`src/rtl/spi_ram_arbiter_if.sv`:
```
// ---------------------------------------------------------------------------
// spi_ram_arbiter_if
// Command/response channel between one requester and spi_ram_arbiter.
//   cmd      [9:0]  {op[1:0], payload[7:0]} from requester
//   valid           command valid, held until ready
//   ready           command accepted this cycle
//   rd_data  [7:0]  last read data returned to this requester
//   rd_valid        one-cycle pulse, rd_data updated
// master = requester side, slave = arbiter side.
// ---------------------------------------------------------------------------
interface spi_ram_arbiter_if;
    logic [9:0] cmd;
    logic       valid;
    logic       ready;
    logic [7:0] rd_data;
    logic       rd_valid;

    modport master (
        output cmd,
        output valid,
        input  ready,
        input  rd_data,
        input  rd_valid
    );

    modport slave (
        input  cmd,
        input  valid,
        output ready,
        output rd_data,
        output rd_valid
    );
endinterface

```
`src/rtl/spi_ram_arbiter.sv`:
```
// ---------------------------------------------------------------------------
// spi_ram_arbiter
// Shares one single-port synchronous 8-bit RAM between two command
// requesters (r0 = SPI slave, r1 = local host). Each requester owns its own
// write/read address registers. Accesses are granted round-robin and read
// data is returned on the channel of the requester that issued the read.
//
// Ports
//   clk        clock, posedge
//   rst_n      synchronous active-low reset
//   r0, r1     requester channels (spi_ram_arbiter_if.slave)
//   mem_en     RAM access enable (registered)
//   mem_we     RAM write enable (registered)
//   mem_addr   RAM address (registered)
//   mem_wdata  RAM write data (registered)
//   mem_rdata  RAM read data, valid one cycle after a read strobe
//   busy       FSM is not in IDLE
// ---------------------------------------------------------------------------
module spi_ram_arbiter #(
    parameter int unsigned ADDR_SIZE = 8,
    parameter bit          AUTO_INC  = 1'b0
) (
    input  logic                 clk,
    input  logic                 rst_n,
    spi_ram_arbiter_if.slave     r0,
    spi_ram_arbiter_if.slave     r1,
    output logic                 mem_en,
    output logic                 mem_we,
    output logic [ADDR_SIZE-1:0] mem_addr,
    output logic [7:0]           mem_wdata,
    input  logic [7:0]           mem_rdata,
    output logic                 busy
);

    localparam logic [1:0] IDLE    = 2'd0;
    localparam logic [1:0] WRITE   = 2'd1;
    localparam logic [1:0] READ    = 2'd2;
    localparam logic [1:0] RD_WAIT = 2'd3;

    localparam logic [1:0] OP_SET_WR = 2'b00;
    localparam logic [1:0] OP_WRITE  = 2'b01;
    localparam logic [1:0] OP_SET_RD = 2'b10;
    localparam logic [1:0] OP_READ   = 2'b11;

    localparam logic [ADDR_SIZE-1:0] ADDR_ONE = ADDR_SIZE'(1);

    logic [1:0]           state_q, state_d;
    logic                 last_grant_q, last_grant_d;
    logic                 owner_q, owner_d;
    logic [ADDR_SIZE-1:0] wr_addr_q [2];
    logic [ADDR_SIZE-1:0] wr_addr_d [2];
    logic [ADDR_SIZE-1:0] rd_addr_q [2];
    logic [ADDR_SIZE-1:0] rd_addr_d [2];
    logic [7:0]           rd_data_q [2];
    logic [7:0]           rd_data_d [2];
    logic [1:0]           rd_valid_q, rd_valid_d;
    logic                 mem_en_q, mem_en_d;
    logic                 mem_we_q, mem_we_d;
    logic [ADDR_SIZE-1:0] mem_addr_q, mem_addr_d;
    logic [7:0]           mem_wdata_q, mem_wdata_d;

    logic       idle;
    logic       gnt1;
    logic       acc0;
    logic       acc1;
    logic       sel;
    logic [9:0] cmd_sel;

    assign idle = (state_q == IDLE);

    // On a tie the requester that was not served last wins.
    assign gnt1 = r1.valid & (~r0.valid | ~last_grant_q);

    // Nothing is accepted while reset is asserted, so no command is lost.
    assign acc1 = rst_n & idle & gnt1;
    assign acc0 = rst_n & idle & r0.valid & ~gnt1;

    always_comb begin
        state_d      = state_q;
        last_grant_d = last_grant_q;
        owner_d      = owner_q;
        wr_addr_d    = wr_addr_q;
        rd_addr_d    = rd_addr_q;
        rd_data_d    = rd_data_q;
        rd_valid_d   = '0;
        mem_en_d     = mem_en_q;
        mem_we_d     = mem_we_q;
        mem_addr_d   = mem_addr_q;
        mem_wdata_d  = mem_wdata_q;
        sel          = acc1;
        cmd_sel      = acc1 ? r1.cmd : r0.cmd;

        case (state_q)
            IDLE: begin
                if (acc0 | acc1) begin
                    last_grant_d = sel;
                    owner_d      = sel;
                    case (cmd_sel[9:8])
                        OP_SET_WR: wr_addr_d[sel] = cmd_sel[ADDR_SIZE-1:0];
                        OP_SET_RD: rd_addr_d[sel] = cmd_sel[ADDR_SIZE-1:0];
                        OP_WRITE: begin
                            mem_en_d    = 1'b1;
                            mem_we_d    = 1'b1;
                            mem_addr_d  = wr_addr_q[sel];
                            mem_wdata_d = cmd_sel[7:0];
                            state_d     = WRITE;
                        end
                        OP_READ: begin
                            mem_en_d   = 1'b1;
                            mem_we_d   = 1'b0;
                            mem_addr_d = rd_addr_q[sel];
                            state_d    = READ;
                        end
                        default: state_d = IDLE;
                    endcase
                end
            end
            WRITE: begin
                mem_en_d = 1'b0;
                mem_we_d = 1'b0;
                state_d  = IDLE;
                if (AUTO_INC) begin
                    wr_addr_d[owner_q] = wr_addr_q[owner_q] + ADDR_ONE;
                end
            end
            READ: begin
                mem_en_d = 1'b0;
                mem_we_d = 1'b0;
                state_d  = RD_WAIT;
            end
            RD_WAIT: begin
                rd_data_d[owner_q]  = mem_rdata;
                rd_valid_d[owner_q] = 1'b1;
                state_d             = IDLE;
                if (AUTO_INC) begin
                    rd_addr_d[owner_q] = rd_addr_q[owner_q] + ADDR_ONE;
                end
            end
            default: state_d = IDLE;
        endcase
    end

    always_ff @(posedge clk) begin
        if (!rst_n) begin
            state_q      <= IDLE;
            last_grant_q <= 1'b1;
            owner_q      <= 1'b0;
            wr_addr_q    <= '{default: '0};
            rd_addr_q    <= '{default: '0};
            rd_data_q    <= '{default: '0};
            rd_valid_q   <= '0;
            mem_en_q     <= 1'b0;
            mem_we_q     <= 1'b0;
            mem_addr_q   <= '0;
            mem_wdata_q  <= '0;
        end else begin
            state_q      <= state_d;
            last_grant_q <= last_grant_d;
            owner_q      <= owner_d;
            wr_addr_q    <= wr_addr_d;
            rd_addr_q    <= rd_addr_d;
            rd_data_q    <= rd_data_d;
            rd_valid_q   <= rd_valid_d;
            mem_en_q     <= mem_en_d;
            mem_we_q     <= mem_we_d;
            mem_addr_q   <= mem_addr_d;
            mem_wdata_q  <= mem_wdata_d;
        end
    end

    assign r0.ready    = acc0;
    assign r1.ready    = acc1;
    assign r0.rd_data  = rd_data_q[0];
    assign r1.rd_data  = rd_data_q[1];
    assign r0.rd_valid = rd_valid_q[0];
    assign r1.rd_valid = rd_valid_q[1];

    assign mem_en    = mem_en_q;
    assign mem_we    = mem_we_q;
    assign mem_addr  = mem_addr_q;
    assign mem_wdata = mem_wdata_q;
    assign busy      = ~idle;

endmodule
```
`src/flat_wrapper.sv`:
```
// flat-port wrapper written by rule: the top's interface ports become plain ports
module spi_ram_arbiter_flat 
#(
    parameter int unsigned ADDR_SIZE = 8,
    parameter bit          AUTO_INC  = 1'b0
)
  (clk, rst_n, mem_en, mem_we, mem_addr, mem_wdata, mem_rdata, busy, r0_cmd, r0_valid, r0_ready, r0_rd_data, r0_rd_valid, r1_cmd, r1_valid, r1_ready, r1_rd_data, r1_rd_valid);
  spi_ram_arbiter_if r0_i ();
  spi_ram_arbiter_if r1_i ();
  input  logic clk;
  input  logic rst_n;
  output logic mem_en;
  output logic mem_we;
  output logic [ADDR_SIZE-1:0] mem_addr;
  output logic [7:0] mem_wdata;
  input  logic [7:0] mem_rdata;
  output logic busy;
  input wire logic [$bits(r0_i.cmd)-1:0] r0_cmd;
  input wire logic [$bits(r0_i.valid)-1:0] r0_valid;
  output wire logic [$bits(r0_i.ready)-1:0] r0_ready;
  output wire logic [$bits(r0_i.rd_data)-1:0] r0_rd_data;
  output wire logic [$bits(r0_i.rd_valid)-1:0] r0_rd_valid;
  input wire logic [$bits(r1_i.cmd)-1:0] r1_cmd;
  input wire logic [$bits(r1_i.valid)-1:0] r1_valid;
  output wire logic [$bits(r1_i.ready)-1:0] r1_ready;
  output wire logic [$bits(r1_i.rd_data)-1:0] r1_rd_data;
  output wire logic [$bits(r1_i.rd_valid)-1:0] r1_rd_valid;
  assign r0_i.cmd = r0_cmd;
  assign r0_i.valid = r0_valid;
  assign r0_ready = r0_i.ready;
  assign r0_rd_data = r0_i.rd_data;
  assign r0_rd_valid = r0_i.rd_valid;
  assign r1_i.cmd = r1_cmd;
  assign r1_i.valid = r1_valid;
  assign r1_ready = r1_i.ready;
  assign r1_rd_data = r1_i.rd_data;
  assign r1_rd_valid = r1_i.rd_valid;
  spi_ram_arbiter #(.ADDR_SIZE(ADDR_SIZE), .AUTO_INC(AUTO_INC)) u_core (.clk(clk), .rst_n(rst_n), .r0(r0_i), .r1(r1_i), .mem_en(mem_en), .mem_we(mem_we), .mem_addr(mem_addr), .mem_wdata(mem_wdata), .mem_rdata(mem_rdata), .busy(busy));
endmodule
```
`config.mk`:
```
export PLATFORM = sky130hd
export DESIGN_NAME = spi_ram_arbiter_flat
export DESIGN_NICKNAME = d
export VERILOG_FILES = /design/src/rtl/spi_ram_arbiter_if.sv /design/src/rtl/spi_ram_arbiter.sv /design/src/flat_wrapper.sv
export SDC_FILE = /design/constraint.sdc
export NUM_CORES = 1
export LEC_CHECK = 0
export ABC_AREA = 1
export BUFFER_PORTS_ARGS = -buffer_cell sky130_fd_sc_hd__buf_4
export CELL_PAD_IN_SITES_DETAIL_PLACEMENT = 0
export CELL_PAD_IN_SITES_GLOBAL_PLACEMENT = 1
export CORE_ASPECT_RATIO = 0.8
export CORE_MARGIN = 4
export CORE_UTILIZATION = 28
export DETAILED_ROUTE_END_ITERATION = 6
export PLACE_DENSITY_LB_ADDON = 0.1
export SYNTH_ARGS = -nofsm -noshare
export SYNTH_HDL_FRONTEND = slang
export SYNTH_SLANG_ARGS = --single-unit
```
`constraint.sdc`:
```
create_clock -name clk -period 5.1 [get_ports clk]
set_input_delay 1.02 -clock clk [delete_from_list [all_inputs] [get_ports clk]]
set_output_delay 1.02 -clock clk [all_outputs]
set_load 0.05 [all_outputs]
```
==> impl_metrics.toml <==
[yosys]
synth_flop_cell = "dfxtp_1"
yosysWarnings = 0
synth_area_leaders = "dfxtp_1 (45%), nand2_1 (12%), nor2_1 (10%), o21ai_0 (7.7%), inv_1 (4.7%)"
ys_seq_area_share_pct = 45.2
synthArstFlopShare_pct = 0
yosysTopAreaCellShare_pct = 45.2
synth.distinct_cells = 27
syn_area_sq_um = 3190
synth_edf_count = 0
postSynthCellCount = 455
ys_ff_latch = 72
ys_top_cells_by_count = "nand2_1 (101), nor2_1 (88), dfxtp_1 (72)"
yosys.area.top_type = "dfxtp_1"
synthMostInstantiatedCell = "nand2_1"
syn_avg_cell_area_sq_um = 7.00
synth_nets = 492

[drt]
via_per_inst = 4.37
num_vias = 2903
routedWlPerCell_um = 13.7
route.detailed.drc = 0
drt_iter0_drc = 165
antenna_left = 0
finalWirelength_um = 9110
first_pass_iters = 4

[outcome]
status = "finished clean"

[layout]
fin_area_sq_um = 4080
fill_cells = 1212
layout-drive-gt1-share_pct = 20.2
multi_input_area_sq_um = 1460
fin_nets = 553
n_antenna_cell = 0
regArea_sq_um = 1440
area_growth_pct = 28.2

[global_route]
antenna_found_initial = 0
grt_start_max_net_pins = 57
grt_usage_pct = 14.8
grt_pass1_vias = 2899
grt_remaining_overflow = 0
grt_pass1_wl_um = 15000

[pwr]
power_per_cell_area_nw_per_um2 = 466
p_leak_nw = 1.83
peakVddDrop_v = 0.000144

[floorplan]
num_rows = 34
die_y_um = 103
coreArea_sq_um = 11000
io_pins = 71
die-area_sq_um = 13200
fp.dieW_um = 127
initial_core_util_pct = 29.0

[worst_setup_path]
worstPathArrival_ns = 2.38
crit_fanout = 56
critical_path_class = "in2out"
required_ns = 4.08
rrSetupSlack_ns = 2.52
slowest_delay_ns = 0.47
cp_slowest_cell = "nor2_4"
worstSetupStartpointType = "input port"
crit_path_frequent_cell = "buf_4"
path_cells = "buf_4, nand2_2, nor2_4, buf_4"
critPathCaptureType = "output port"

[timing]
fin_crit_sh_pct = 66.6
fmax_ghz = 0.294
finalSetupViolCount = 0
slew_viol_final = 0
min_period_ns = 3.40
worst_pin_slew_ns = 0.669
relSlewSlack_pct = 55.1
finClkSkew_ns = 0.00386
rsz0062_at_grt = "no"
hold_violations = 0
setup-tns-final_ns = 0

[clock_network]
postCtsSetupBuffers = 0
cts_root_buffer = "clkbuf_16"
cts.repair.resized = 0
cts_hold_buffers = 0
clock_latency_ns = 0.33
clk_path_buf_depth = 2
clock-sinks = 72
cts_htree_levels = 3
cts-buffers-inserted = 9
clk_pin_slew_ns = 0.06
cts_tree = "built"

[run]
cap_violations = 0

[placed_design]
numPortBuffers = 70
hpwl_um = 6490
dpl-instance-area_sq_um = 3780
place_congestion = 0.745

[worst_hold_path]
hold_class = "reg2reg"
==> cell families (layout without fill, tap and decap cells) <==
| group | after synthesis | in the layout | synth area share (%) |
|---|---|---|---|
| buffers and inverters | 65 | 130 | 8.91 |
| and+or+nand+nor | 226 | 226 | 29.7 |
| AOI/OAI and AO/OA | 87 | 87 | 14.2 |
| DFF | 72 | 72 | 45.2 |
| adders and majority gates | 5 | 5 | 1.96 |
==> placed cells by master (no fill, tap or decap), types with 2 or more instances in the layout <==
cell type    n
o21ai_0     49
o21ai_1      8
clkbuf_16    9
nor3_2       2
inv_2        4
nand2_1    101
inv_1       40
buf_4       70
nand3_1     19
dfxtp_1     72
ha_1         5
clkbuf_8     3
or2_2        4
nand2_2      6
o211a_1      3
nor2_1      88
a21oi_1     26
clkinv_2     2
==> sequential cells by signal, indices dropped and copies added, names as in the netlist <==
signal / flops
u_core.rd_addr_q: 16
u_core.wr_addr_q: 16
u_core.mem_addr: 8
u_core.mem_wdata: 8
u_core.r0.rd_data: 8
u_core.r1.rd_data: 8
u_core.rd_valid_q: 2
u_core.state_q: 2
u_core.last_grant_q: 1
u_core.mem_en: 1
u_core.mem_we: 1
u_core.owner_q: 1
==> layout make-up <==
class | count | share of cell area, %
clock inverters | 3 | 0.980
flip-flops and latches | 72 | 35.3
well taps | 144 | 4.41
inverters | 45 | 4.14
multi-input cells | 318 | 35.8
repair buffers | 70 | 12.9
clock buffers | 12 | 6.53
==> per-stage QoR <==
| stage | util [%] | hold WS (ns) | total power [mW] | cells | setup slack, ns |
|---|---|---|---|---|---|
| after global placement | 34.4 | 0.431 | 1.27 | 649 | 1.70 |
| after detailed placement | 34.4 | 0.435 | 1.27 | 649 | 1.66 |
| after global routing | 37.2 | 0.460 | 2.02 | 664 | 1.55 |
| final | 37.2 | 0.442 | 1.90 | 664 | 1.70 |
| after floorplan | - | 0.422 | 1.10 | 455 | 2.39 |
| after CTS | 37.2 | 0.444 | 1.93 | 664 | 1.67 |
==> layer usage <==
metal | part of all wire (%) | track usage (%) | vias to the layer above
met1 | 52 | 20.7 | 1282
met3 | 5.3 | 4.98 | 8
li1 | - | - | 1552
met4 | 0.83 | 2.97 | 0
met5 | 0 | 0 | -
met2 | 42 | 22.5 | 61
==> report_power, final <==
group,switching (mW),leakage (nW),internal [mW],total [mW]
logic,0.418,1.09,0.176,0.594
registers,0.0334,0.584,0.623,0.657
clock network,0.236,0.154,0.414,0.651
total,0.688,1.83,1.21,1.90
==> worst paths after layout <==
path / from / endpoint / cells past startpoint
worst max-delay path: rst_n / r1_ready / 4
worst max register to register: u_core.state_q[0]$_SDFFE_PN0P_ / u_core.mem_wdata[1]$_SDFFE_PN0P_ / 11
worst min-delay path: u_core.rd_addr_q[6]$_SDFFE_PN0P_ / u_core.rd_addr_q[6]$_SDFFE_PN0P_ / 2
worst min register to register: u_core.rd_addr_q[6]$_SDFFE_PN0P_ / u_core.rd_addr_q[6]$_SDFFE_PN0P_ / 2
==> critical path, delay by kind of cell <==
kind                   cells  cell delay, ns
and+or+nand+nor            2            0.62
buffers and inverters      2            0.71
(Power assumes the default switching activity.)
